===== src/rtl/pe_ctrl_sequencer.sv =====
// Issues a stored program of PE control words to one PE, retiring one word per output_ready.
// Optional multi-pass looping is compiled in when PE_SEQ_LOOP_EN is defined.
module pe_ctrl_sequencer #(
    parameter int CTRL_WIDTH = 13,
    parameter int DEPTH      = 16,
    localparam int AW        = $clog2(DEPTH)
) (
    input  logic                  clk,
    input  logic                  reset,
    input  logic                  cfg_we,
    input  logic [AW-1:0]         cfg_addr,
    input  logic [CTRL_WIDTH-1:0] cfg_data,
    input  logic [AW:0]           prog_len,
    input  logic [7:0]            loop_count,
    input  logic                  start,
    input  logic                  output_ready,
    output logic [CTRL_WIDTH-1:0] ctrl,
    output logic                  en,
    output logic                  input_ready,
    output logic [AW-1:0]         pc,
    output logic                  busy,
    output logic                  done,
    output logic                  cfg_err
);

    typedef enum logic [1:0] {
        IDLE  = 2'd0,
        ISSUE = 2'd1,
        DONE  = 2'd2
    } state_t;

    localparam logic [AW:0] DEPTH_L = (AW + 1)'(DEPTH);

    logic [CTRL_WIDTH-1:0] mem [DEPTH];

    state_t                state_reg, state_next;
    logic [AW-1:0]         pc_reg, pc_next;
    logic [AW-1:0]         len_reg, len_next;
    logic                  err_reg, err_next;
    logic [CTRL_WIDTH-1:0] ctrl_reg;
    logic                  rd_en;
    logic [AW-1:0]         rd_addr;
    logic                  ctrl_clr;
    logic                  mem_we;
    logic                  addr_ok;
    logic                  len_ok;
    logic                  more_passes;

    // Widened compares keep the range checks meaningful for any DEPTH.
    assign addr_ok = ({1'b0, cfg_addr} < DEPTH_L);
    assign len_ok  = (prog_len < DEPTH_L);

`ifdef PE_SEQ_LOOP_EN
    logic [7:0] pass_reg, pass_next;
    logic [7:0] lc_reg, lc_next;

    assign more_passes = (pass_reg < lc_reg);

    always_ff @(posedge clk) begin
        if (!reset) begin
            pass_reg <= '0;
            lc_reg   <= '0;
        end else begin
            pass_reg <= pass_next;
            lc_reg   <= lc_next;
        end
    end
`else
    logic unused_loop_count;
    assign unused_loop_count = ^loop_count;
    assign more_passes       = 1'b0;
`endif

    always_comb begin
        state_next = state_reg;
        pc_next    = pc_reg;
        len_next   = len_reg;
        err_next   = err_reg;
        rd_en      = 1'b0;
        rd_addr    = pc_reg;
        ctrl_clr   = 1'b0;
        mem_we     = 1'b0;
`ifdef PE_SEQ_LOOP_EN
        pass_next  = pass_reg;
        lc_next    = lc_reg;
`endif
        case (state_reg)
            IDLE: begin
                if (cfg_we) begin
                    if (addr_ok) mem_we = 1'b1;
                    else         err_next = 1'b1;
                end else if (start) begin
                    if (len_ok) begin
                        state_next = ISSUE;
                        len_next   = prog_len[AW-1:0];
                        err_next   = 1'b0;
                        pc_next    = '0;
                        rd_en      = 1'b1;
                        rd_addr    = '0;
`ifdef PE_SEQ_LOOP_EN
                        pass_next  = '0;
                        lc_next    = loop_count;
`endif
                    end else begin
                        err_next = 1'b1;
                    end
                end
            end
            ISSUE: begin
                if (cfg_we) err_next = 1'b1;
                if (output_ready) begin
                    if (pc_reg < len_reg) begin
                        pc_next = pc_reg + AW'(1);
                        rd_en   = 1'b1;
                        rd_addr = pc_reg + AW'(1);
                    end else if (more_passes) begin
                        pc_next   = '0;
                        rd_en     = 1'b1;
                        rd_addr   = '0;
`ifdef PE_SEQ_LOOP_EN
                        pass_next = pass_reg + 8'd1;
`endif
                    end else begin
                        state_next = DONE;
                        ctrl_clr   = 1'b1;
                    end
                end
            end
            DONE: begin
                if (cfg_we) err_next = 1'b1;
                state_next = IDLE;
            end
            default: state_next = IDLE;
        endcase
    end

    always_ff @(posedge clk) begin
        if (!reset) begin
            state_reg <= IDLE;
            pc_reg    <= '0;
            len_reg   <= '0;
            err_reg   <= 1'b0;
        end else begin
            state_reg <= state_next;
            pc_reg    <= pc_next;
            len_reg   <= len_next;
            err_reg   <= err_next;
        end
    end

    // Registered memory read doubles as the ctrl output register.
    always_ff @(posedge clk) begin
        if (!reset)        ctrl_reg <= '0;
        else if (rd_en)    ctrl_reg <= mem[rd_addr];
        else if (ctrl_clr) ctrl_reg <= '0;
    end

    // Context memory is intentionally left out of reset.
    always_ff @(posedge clk) begin
        if (mem_we) mem[cfg_addr] <= cfg_data;
    end

    assign ctrl        = ctrl_reg;
    assign en          = (state_reg == ISSUE);
    assign input_ready = (state_reg == ISSUE);
    assign pc          = pc_reg;
    assign busy        = (state_reg != IDLE);
    assign done        = (state_reg == DONE);
    assign cfg_err     = err_reg;

endmodule


===== config.mk =====
export PLATFORM = sky130hd
export DESIGN_NAME = pe_ctrl_sequencer
export DESIGN_NICKNAME = d
export VERILOG_FILES = /design/src/rtl/pe_ctrl_sequencer.sv
export SDC_FILE = /design/constraint.sdc
export NUM_CORES = 1
export LEC_CHECK = 0
export ABC_AREA = 1
export CAP_MARGIN = 20
export CORE_MARGIN = 8
export CORE_UTILIZATION = 33
export CTS_CLUSTER_DIAMETER = 30
export DETAILED_ROUTE_END_ITERATION = 12
export PLACE_DENSITY = 0.54
export SLEW_MARGIN = 10
export SYNTH_ARGS = -nofsm -noshare
export SYNTH_HDL_FRONTEND = slang
export SYNTH_SLANG_ARGS = --single-unit

===== constraint.sdc =====
create_clock -name clk -period 2.7 [get_ports clk]
set_input_delay 0.675 -clock clk [delete_from_list [all_inputs] [get_ports clk]]
set_output_delay 0.675 -clock clk [all_outputs]
set_load 0.005 [all_outputs]

# Word level (Yosys, flattened, before mapping)
# Memories as Yosys holds them, arrays and structs flattened.
# Index checks and enable logic that the tools add are counted.
[classes]
n_addsub = 1
mux = 32
n_lt_le_gt_ge = 2
bitwise_logic = 1
eq_ne = 8
reduce_logical = 8
[ops]
columns = ["op", "n"]
rows = [
  ["$mux W13", 2],
  ["$mux W4", 5],
  ["$mux W1", 16],
  ["$mux W2", 5],
  ["$ne A2 B2 Y1 const B", 5],
  ["$pmux W4 S2", 1],
  ["$reduce_and A4 Y1", 2],
  ["$reduce_bool A2 Y1", 3],
  ["$lt A5 B5 Y1 const B", 1],
  ["$reduce_and A5 Y1", 1],
  ["$add A4 B1 Y4 const B", 1],
  ["$lt A4 B4 Y1", 1],
  ["$pmux W1 S2", 2],
  ["$pmux W2 S2", 1],
  ["$eq A2 B1 Y1 const B", 1],
  ["$eq A2 B2 Y1 const B", 1],
  ["$logic_not A2 Y1", 1],
  ["$ne A2 B1 Y1 const B", 1],
  ["$reduce_or A2 Y1", 1],
  ["$not A1 Y1", 1],
]
[word_totals]
output_inout_bits = 22
regBits = 24
mem_bits_rw = 208
in_bits = 35
word_cells = 58
mem_count = 1
[memory_table]
columns = ["name", "words", "width", "rd", "rd_clocked_by_memory_dff", "wr", "line", "rtl"]
rows = [
  ["mem", 16, 13, 1, 0, 1, "34", "logic [CTRL_WIDTH-1:0] mem [DEPTH];"],
]

# Logic depth before layout (Yosys ltp)
# Gate-level depths: netlist (run 1).
# An unclocked memory read counts as a cell.
[logic_depth]
word_depth = 7
ltp_mapped = 18
mapped_depth_nobuf = 17

# Worst setup path after synthesis (run 1)
# Ideal clock, no wire load.
[synth_path]
path_type = "input to register"
from = "in start"
to = "reg ctrl_reg[0], in the netlist ctrl[0]"
arrival_ns = 2.071
setup_slack_ns = 0.497
t_required_ns = 2.568
path_stages = 14
setup_time_ns = 0.132
path_buffers = 1
path_cell_list = "inv_1 -> nor2_1 -> nand2_1 -> nand2_1 -> inv_1 -> nor2_4 -> nand2_4 -> a21oi_4 -> clkbuf_1 -> nand3_1 -> nand3_1 -> nand3_1 -> nand3_1 -> a21oi_1"
[synth_via]
elab_chain_cells = 5
elab_cells_between_ends = 9
cone_classes = "7 x mux; 1 x reduce/logical; 1 x memory"
[synth_lines]
columns = ["item", "line", "rtl"]
rows = [
  ["start, declared", "15", "input logic start,"],
  ["$mux W4", "92", "end else if (start) begin"],
  ["$mux W4", "89", "if (cfg_we) begin"],
  ["$pmux W4 S2", "87", "case (state_reg)"],
  ["$mem_v2 Z16 W13", "--", ""],
  ["$mux W13", "154", "else if (rd_en) ctrl_reg <= mem[rd_addr];"],
  ["end signal, assigned", "154", ""],
  ["end, declared", "40", "logic [CTRL_WIDTH-1:0] ctrl_reg;"],
]
# Several ways; a longest one is shown, not always the timed one.
# A chain may end at the register's enable or synchronous reset.

# Worst setup path after layout (run 1)
[layout_path]
from = "reg state_reg[0]"
to = "out busy"
[layout_via]
elab_chain_cells = 1
[layout_lines]
columns = ["item", "line", "rtl"]
rows = [
  ["start, declared", "36", "state_t state_reg, state_next;"],
  ["start signal, assigned", "144", "state_reg <= state_next;"],
  ["$reduce_bool A2 Y1", "167", "assign busy = (state_reg != IDLE);"],
  ["end, declared", "21", "output logic busy,"],
]
# Every way passes these cells.

==> reports/metrics.cfg, run 1 <==
[yosys]
ys_warn_count=0
synth_common_cells=285 x nand3_1, 208 x edfxtp_1, 155 x nand2_1
seq_area_frac_synth_pct=69.3
synth_area_um2=9710
yosysTopAreaCell=edfxtp_1
synth.most_common_cell=nand3_1
synth_ff_type=edfxtp_1
synthCells=851
synth_area_leaders=edfxtp_1 64%, nand3_1 15%, nand2_1 6.0%
postSynthAreaPerCell_um2=11.4
synth_edf_count=208
synth_top_area_share_pct=64.3
syn_nets=893
ys_types=28
ys_seq_elements=232
synth_async_sr_flop_share_pct=0

[sta]
hold_viol_final=0
rsz0062_at_grt=no
worst_slew_pin_slew_ps=640
clock.fmax_mhz=396
drv_slew=0
fin_skew_ps=20.5
fin_tns_setup_ps=0
finalSetupViolCount=0
fin_crit_ps=2530
relSlewSlack_pct=57.2
timing.hold.ws_ps=455
final.period_utilization_pct=93.5
setup_ws_ps=174

[power_and_ir_drop]
p_clk_share_pct=52.5
switching_share_pct=23.6
totalPowerFinal_mw=10.9
seq_power_share_pct=37.5
pwr-share-comb_pct=10.0
p_int_mw=8.35
p_per_area_nw_per_um2=846
ir_drop_uv=434
switching_power_mw=2.59
p_leak_nw=4.72

[grt]
overflow=0
grt.total_usage_pct=15.3
grt_pass1_vias=7019
grt_start_max_net_pins=60
grt_pass1_wl_um=41700
antenna_found_initial=0

[placed_design]
pre_cts_ws_ps=-336
post_dp_cell_area_um2=11300
gp_congestion=0.789
place.detailed.hpwl_um=16600
dp.cells=1313
io_buffers=48

[setup_path]
crit_chain=inv_1 > ha_1 > inv_1 > clkdlybuf4s50_1
r2r_slack_ps=200
r2r-end=ctrl[7]$_SDFFE_PN0P_
startpoint_type=flip-flop
required_ps=2030
crit_top_cell=inv_1
critPathKind=reg -> out
cp_slowest_cell=clkdlybuf4s50_1
ff2ff_path_depth=15
r2r-start=pc[3]$_SDFF_PN0_
arrival_ps=1850
cp_max_fo=5
max_stage_delay_ps=520
cp-end-kind=output port

[drt]
num_vias=6929
ant_nets=0
dr.pass1.iters=5
wl_um=27300
wl_per_cell_um=19.4
drc=0
drtIter0Drc=615
vias_per_cell=4.93

[die]
ios=57
placementRows=63
core_area_um2=29300
die_area_um2=35200
die_w_um=188
die_h_um=188
initial_core_util_pct=33.1

[layout]
utilization_pct=44.1
finalNetCount=1019
instances_no_fill=1405
area_growth_pct=33.2
n_antenna_cell=0
drive_gt1_share_pct=16.4
largest_reg_flops=208
fin_area_um2=12900

[run_status]
status=completed

[worst_hold_path]
hold_class=reg -> reg
hold_depth=2
worstHoldStart=len_reg[2]$_SDFFE_PN0P_
min_delay_worst_endpoint=len_reg[2]$_SDFFE_PN0P_

[cts]
clock_sink_count=232
insertion_delay_ps=550
cts_made_buffers=50
clkTransAtPathRegs_ps=40
hold_buffers=0
cts_root_buffer=clkbuf_16
htree_num_levels=2
clock_path_buffers=3
cts_tree=done

[run]
maxCapViolCount=0

-- routing by layer --
layer | GRT usage [%] | vias up | routed length, um
met5 | 0 | - | 0
met1 | 20.5 | 3344 | 12200
met2 | 24.2 | 230 | 12700
met3 | 4.42 | 37 | 1940
met4 | 3.79 | 0 | 444
li1 | - | 3318 | -
-- how the worst max path moves through the flow --
stage | startpoint | end | slack, ps | cells past startpoint
floorplan | start | ctrl[0]$_SDFFE_PN0P_ | 500 | 14
global placement | output_ready | ctrl[5]$_SDFFE_PN0P_ | -330 | 14
detailed placement | output_ready | ctrl[5]$_SDFFE_PN0P_ | -340 | 14
CTS | state_reg[0]$_SDFFE_PN0P_ | busy | 150 | 4
global route | pc[3]$_SDFF_PN0_ | ctrl[11]$_SDFFE_PN0P_ | 5 | 17
finish | state_reg[0]$_SDFFE_PN0P_ | busy | 170 | 4
-- worst max-delay path, delay by kind of cell (launching register included) --
family | cells | cell delay, ps
buf+inv | 3 | 720
flops | 1 | 350
fa+ha+maj | 1 | 250
-- power by group through the flow --
stage / Combinational (mW) / Sequential [mW] / Clock, mW
after floorplan: 0.607 / 4.15 / 0
after global placement: 1.09 / 4.16 / 0
after detailed placement: 1.10 / 4.16 / 0
after CTS: 1.11 / 4.10 / 5.81
after global routing: 1.22 / 4.11 / 6.00
final: 1.10 / 4.10 / 5.74
-- cell usage in the layout (no fill, tap or decap), types with 5 or more instances in the layout --
| master | instances |
|---|---|
| dfxtp_1 | 24 |
| clkdlybuf4s50_1 | 48 |
| buf_12 | 26 |
| clkbuf_1 | 8 |
| nand3b_1 | 5 |
| ha_1 | 7 |
| nor2_1 | 30 |
| clkinv_2 | 7 |
| buf_4 | 52 |
| clkinv_1 | 14 |
| nand3_1 | 285 |
| clkbuf_16 | 50 |
| nand2_1 | 155 |
| inv_1 | 34 |
| bufinv_16 | 5 |
| a21oi_1 | 21 |
| o21ai_0 | 7 |
| edfxtp_1 | 208 |
-- cell type report --
cell class,count,area (um2)
timing repair buffer,127,1400
clock buffer,58,1280
inverter,39,146
fill,2707,16400
sequential,232,6730
tap,390,488
multi-input combinational,527,2570
clock inverter,32,323
-- logic make-up after synthesis --
logic type      share of synthesized area [%]
fa+ha+maj                               0.902
simple gates                             23.2
flops                                    69.3
compound gates                           2.11
buf+inv                                  4.51
-- what timing repair did --
item / in CTS / in global routing
endpoints found under the setup margin: 0 / 4
resized for setup: 0 / 1
setup buffers: 0 / 1
Note: power is estimated with default switching activity, not from simulation.
==> run 2: changes to the inputs <==
- CORE_ASPECT_RATIO: default -> 1.2
- CORE_UTILIZATION: 33 -> 25
- PLACE_DENSITY: 0.54 -> 0.45
==> reports/metrics.cfg, run 2 (synthesized netlist as in run 1, its figures left out) <==
[drt]
drc=0  ; unchanged
num_vias=6807  ; -1.8%
vias_per_cell=4.58  ; -7.1%
ant_nets=0  ; unchanged
wl_per_cell_um=18.5  ; -4.9%
drtIter0Drc=438  ; -29%
wl_um=27400  ; +0.53%
dr.pass1.iters=4  ; -1

[layout]
utilization_pct=33.3  ; -11 points
n_antenna_cell=0  ; unchanged
drive_gt1_share_pct=16.1  ; -0.24 points
fin_area_um2=12800  ; -0.67%
fillCellCount=3844  ; +42%
area_growth_pct=32.3
layout_commonest_cell=nand3_1
largest_reg_flops=208  ; unchanged
finalNetCount=1008  ; -1.1%
layout_common_cells=285 x nand3_1, 208 x edfxtp_1, 155 x nand2_1
instances_no_fill=1485  ; +5.7%

[sta]
fin_tns_setup_ps=0  ; unchanged
final.period_utilization_pct=93.3  ; -0.26 points
clock.fmax_mhz=397  ; +0.28%
rsz0062_at_grt=no
setup_ws_ps=182  ; +7.15 ps
relSlewSlack_pct=58.6  ; +1.4 points
timing.hold.ws_ps=458  ; +2.73 ps
fin_crit_ps=2520  ; -7.15 ps
hold_viol_final=0  ; unchanged
fin_skew_ps=26.0  ; +5.54 ps
drv_slew=0  ; unchanged
finalSetupViolCount=0  ; unchanged
worst_slew_pin_slew_ps=619  ; -20.6 ps

[setup_path]
max_stage_delay_ps=520  ; about the same
crit_top_cell=inv_1
startpoint_type=flip-flop
crit_buf_inv=3  ; unchanged
cp_slowest_cell=clkdlybuf4s50_1
arrival_ps=1840  ; about the same
cp_max_fo=5  ; unchanged
cp-end-kind=output port
required_ps=2030  ; about the same
crit_chain=inv_1 > ha_1 > inv_1 > clkdlybuf4s50_1
critPathTopFamily=buffers and inverters
critPathKind=reg -> out

[placed_design]
dp.cells=1404  ; +6.9%
place.detailed.hpwl_um=17500  ; +5.7%
post_dp_cell_area_um2=11300  ; about the same
pre_cts_ws_ps=-303  ; +32.7 ps
gp_congestion=0.801  ; +1.6%
io_buffers=48  ; unchanged

[die]
initial_core_util_pct=25.2  ; -7.9 points
ios=57  ; unchanged
core_area_um2=38500  ; +31%
die_w_um=196  ; +4.5%
die_area_um2=45400  ; +29%
die_h_um=232  ; +24%
placementRows=79  ; +25%

[power_and_ir_drop]
p_per_area_nw_per_um2=831  ; -1.8%
totalPowerFinal_mw=10.7  ; -2.4%
ir_drop_uv=426  ; -1.8%
p_leak_nw=4.63  ; -1.8%

[run_status]
status=completed

[grt]
grt_pass1_wl_um=41400  ; -0.71%
grt_pass1_vias=6854  ; -2.4%
grt.total_usage_pct=12.0  ; -3.3 points
antenna_found_initial=0  ; unchanged
overflow=0  ; unchanged
grt_start_max_net_pins=47  ; -22%

[cts]
cts_resized=0  ; unchanged
cts_made_buffers=45  ; -10%
hold_buffers=0  ; unchanged
htree_num_levels=2  ; unchanged
clock_path_buffers=3  ; unchanged
insertion_delay_ps=540  ; about the same
clkTransAtPathRegs_ps=40  ; about the same
clock_sink_count=232  ; unchanged
cts_root_buffer=clkbuf_16
cts_tree=done
cts_setup_buffers=0  ; unchanged

[worst_hold_path]
hold_class=reg -> reg

[run]
maxCapViolCount=0  ; unchanged

[run 2: area by class of cell]
cell class	instances	area (um2)	area share [%]
tap	486	608	4.73
inverter	39	146	1.14
multi-input combinational	527	2570	20.0
clock buffer	58	1270	9.87
timing repair buffer	121	1280	9.95
sequential	232	6730	52.4
clock inverter	22	253	1.97
[run 2: worst min-delay path, stage by stage (launching register included)]
cell and delay (ps):
dfxtp_1 290, inv_1 60, a21oi_1 60
[run 2: power breakdown]
part           switching [mW]  internal, mW  total [mW]  leakage [nW]
Combinational           0.654         0.447        1.10          1.83
Sequential             0.0430          4.05        4.09          2.07
Clock                    1.80          3.69        5.48         0.732
Total                    2.49          8.18        10.7          4.63
[run 2: final timing paths]
path / startpoint / to / slack [ps] / cells after the start
setup / recovery: state_reg[0]$_SDFFE_PN0P_ / busy / 180 / 4
hold / removal: len_reg[3]$_SDFFE_PN0P_ / len_reg[3]$_SDFFE_PN0P_ / 460 / 2
setup reg to reg: pc[3]$_SDFF_PN0_ / ctrl[2]$_SDFFE_PN0P_ / 250 / 15
hold reg to reg: len_reg[3]$_SDFFE_PN0P_ / len_reg[3]$_SDFFE_PN0P_ / 460 / 2
[run 2: per-layer routing]
layer  share of wire [%]  up-vias  routed length (um)  track usage [%]
li1                    -     3289                   -                -
met1                  43     3279               11900             14.3
met2                  48      179               13200             20.2
met3                 4.9       60                1350             2.84
met4                 3.6        0                 992             5.55
met5                   0        -                   0                0
==> edit, RTL diff (config.mk and constraints of run 1) <==
`pc_reg` no longer has a reset.
--- a/src/rtl/pe_ctrl_sequencer.sv
+++ b/src/rtl/pe_ctrl_sequencer.sv
@@ -139,3 +139,2 @@
             state_reg <= IDLE;
-            pc_reg    <= '0;
             len_reg   <= '0;
@@ -144,3 +143,2 @@
             state_reg <= state_next;
-            pc_reg    <= pc_next;
             len_reg   <= len_next;
@@ -148,2 +146,6 @@
         end
+    end
+
+    always_ff @(posedge clk) begin
+        pc_reg <= pc_next;
     end
Function: differs if reset is asserted again (counterexample within 4 cycles, from zero or initial values and one cycle with reset low); with reset held inactive, the same outputs for 4 cycles.
==> edit against run 1 <==
  * Synthesized area about the same
  * Sequential cell count unchanged
  * Final area down 0.66%
  * Wire length down 8.0%
  * Worst setup slack worse by 0.027 ns
  * Critical path type unchanged
Power is not compared: it rests on default switching activity, and its combinational part moved more than twofold at a synthesized area within 25%.
==> edit: results (changes against run 1) <==
outcome - completed
commonest cells in the netlist - nand3_1, edfxtp_1, nand2_1
met3 WL - 1.62 mm (-16%)
number of distinct library cells after synthesis - 26 (-7.1%)
Worst Tran Pin Value - 0.722 ns (+0.0826 ns)
fill count - 2,652 (-2.0%)
wire length on met2 - 11.4 mm (-9.8%)
routed len/inst - 18.0 um (-7.1%)
Vias/cell - 4.92 (-0.33%)
post-synthesis cell count - 850 (-0.12%)
vias in the first global route - 6,777 (-3.4%)
worst slack at placement - -0.314 ns (+0.0218 ns)
All-Layer GR Usage - 14.1% (-1.2 points)
worst setup margin - 0.148 ns (-0.0267 ns)
initial antenna violation count - 0 (unchanged)
WL final - 25.1 mm (-8.0%)
pin count of the biggest net entering global routing - 36 (-40%)
wl on met1 - 11.6 mm (-4.7%)
Synth Net Count - 892 (-0.11%)
Nets - 1,012 (-0.69%)
placed insts - 1,304 (-0.69%)
post-synthesis sequential area ratio - 69.3% (about the same)
Worst Skew - 0.0110 ns (-0.00946 ns)
EDFF count, synth - 208 (unchanged)
H-tree lvl count - 2 (unchanged)
WP data arrival - 1.88 ns (+0.03 ns)
Iter 0 DRT Violations - 413 (-33%)
gpl congestion - 0.756 (-4.1%)
critical path peak fanout - 7 (+2)
Max VDD drop - 0.492 mV
Worst-Skew Late Latency - 0.53 ns (-0.02 ns)
Final HPWL DP - 15.8 mm (-4.6%)
share of cells above drive strength 1 - 16.6% (+0.23 points)
first-pass GRT wire length - 39.1 mm (-6.4%)
## edit: kinds of logic after synthesis
family | share of synthesized area (%)
simple gates | 22.9
fa+ha+maj | 0.902
compound gates | 2.15
flops | 69.3
buf+inv | 4.71
## edit: power breakdown
group / total, W / switching [W] / leakage [nW] / internal (W)
combinational: 0.00297 / 0.00176 / 1.89 / 0.00121
clock: 0.00549 / 0.00183 / 0.734 / 0.00366
sequential: 0.00410 / 0.0000503 / 2.07 / 0.00405
## edit: through the flow
stage	hold slack [ns]	TNS [ns]	total power (W)	utilization (%)	cell area (um2)
2_1_floorplan	0.433	0	0.00588	-	9700
3_3_place_gp	0.453	-3.44	0.00710	39.1	11300
3_5_place_dp	0.454	-3.62	0.00714	39.1	11300
4_1_cts	0.465	0	0.0127	44.4	12800
5_1_grt	0.483	-0.00952	0.0131	44.5	12800
6_report	0.461	0	0.0126	44.5	12800
## edit: layout make-up
cell class              count  area share [%]
repair buffers            125            11.0
multi-input cells         526            19.9
inverters                  39            1.14
flip-flops and latches    232            52.3
clock buffers              52            9.30
clock inverters            33            2.63
well taps                 384            3.74
## edit: critical path, stage by stage, from the launching register on
cell	delay, ns
dfxtp_1	0.31
inv_1	0.10
ha_2	0.28
buf_4	0.17
clkdlybuf4s50_1	0.50
## edit: path summary, 6_finish.rpt
path | startpoint | endpoint | depth (start not counted)
worst max-delay path | state_reg[1] | input_ready | 4
worst min-delay path | ctrl[10] | ctrl[10] | 2
worst max register to register | len_reg[3] | ctrl[6] | 13
worst min register to register | ctrl[10] | ctrl[10] | 2
## edit: routing by layer
metal | vias to the layer above | GRT usage (%)
li1 | 3304 | -
met1 | 3299 | 19.3
met2 | 205 | 21.7
met3 | 29 | 3.52
met4 | 0 | 4.48
met5 | - | 0
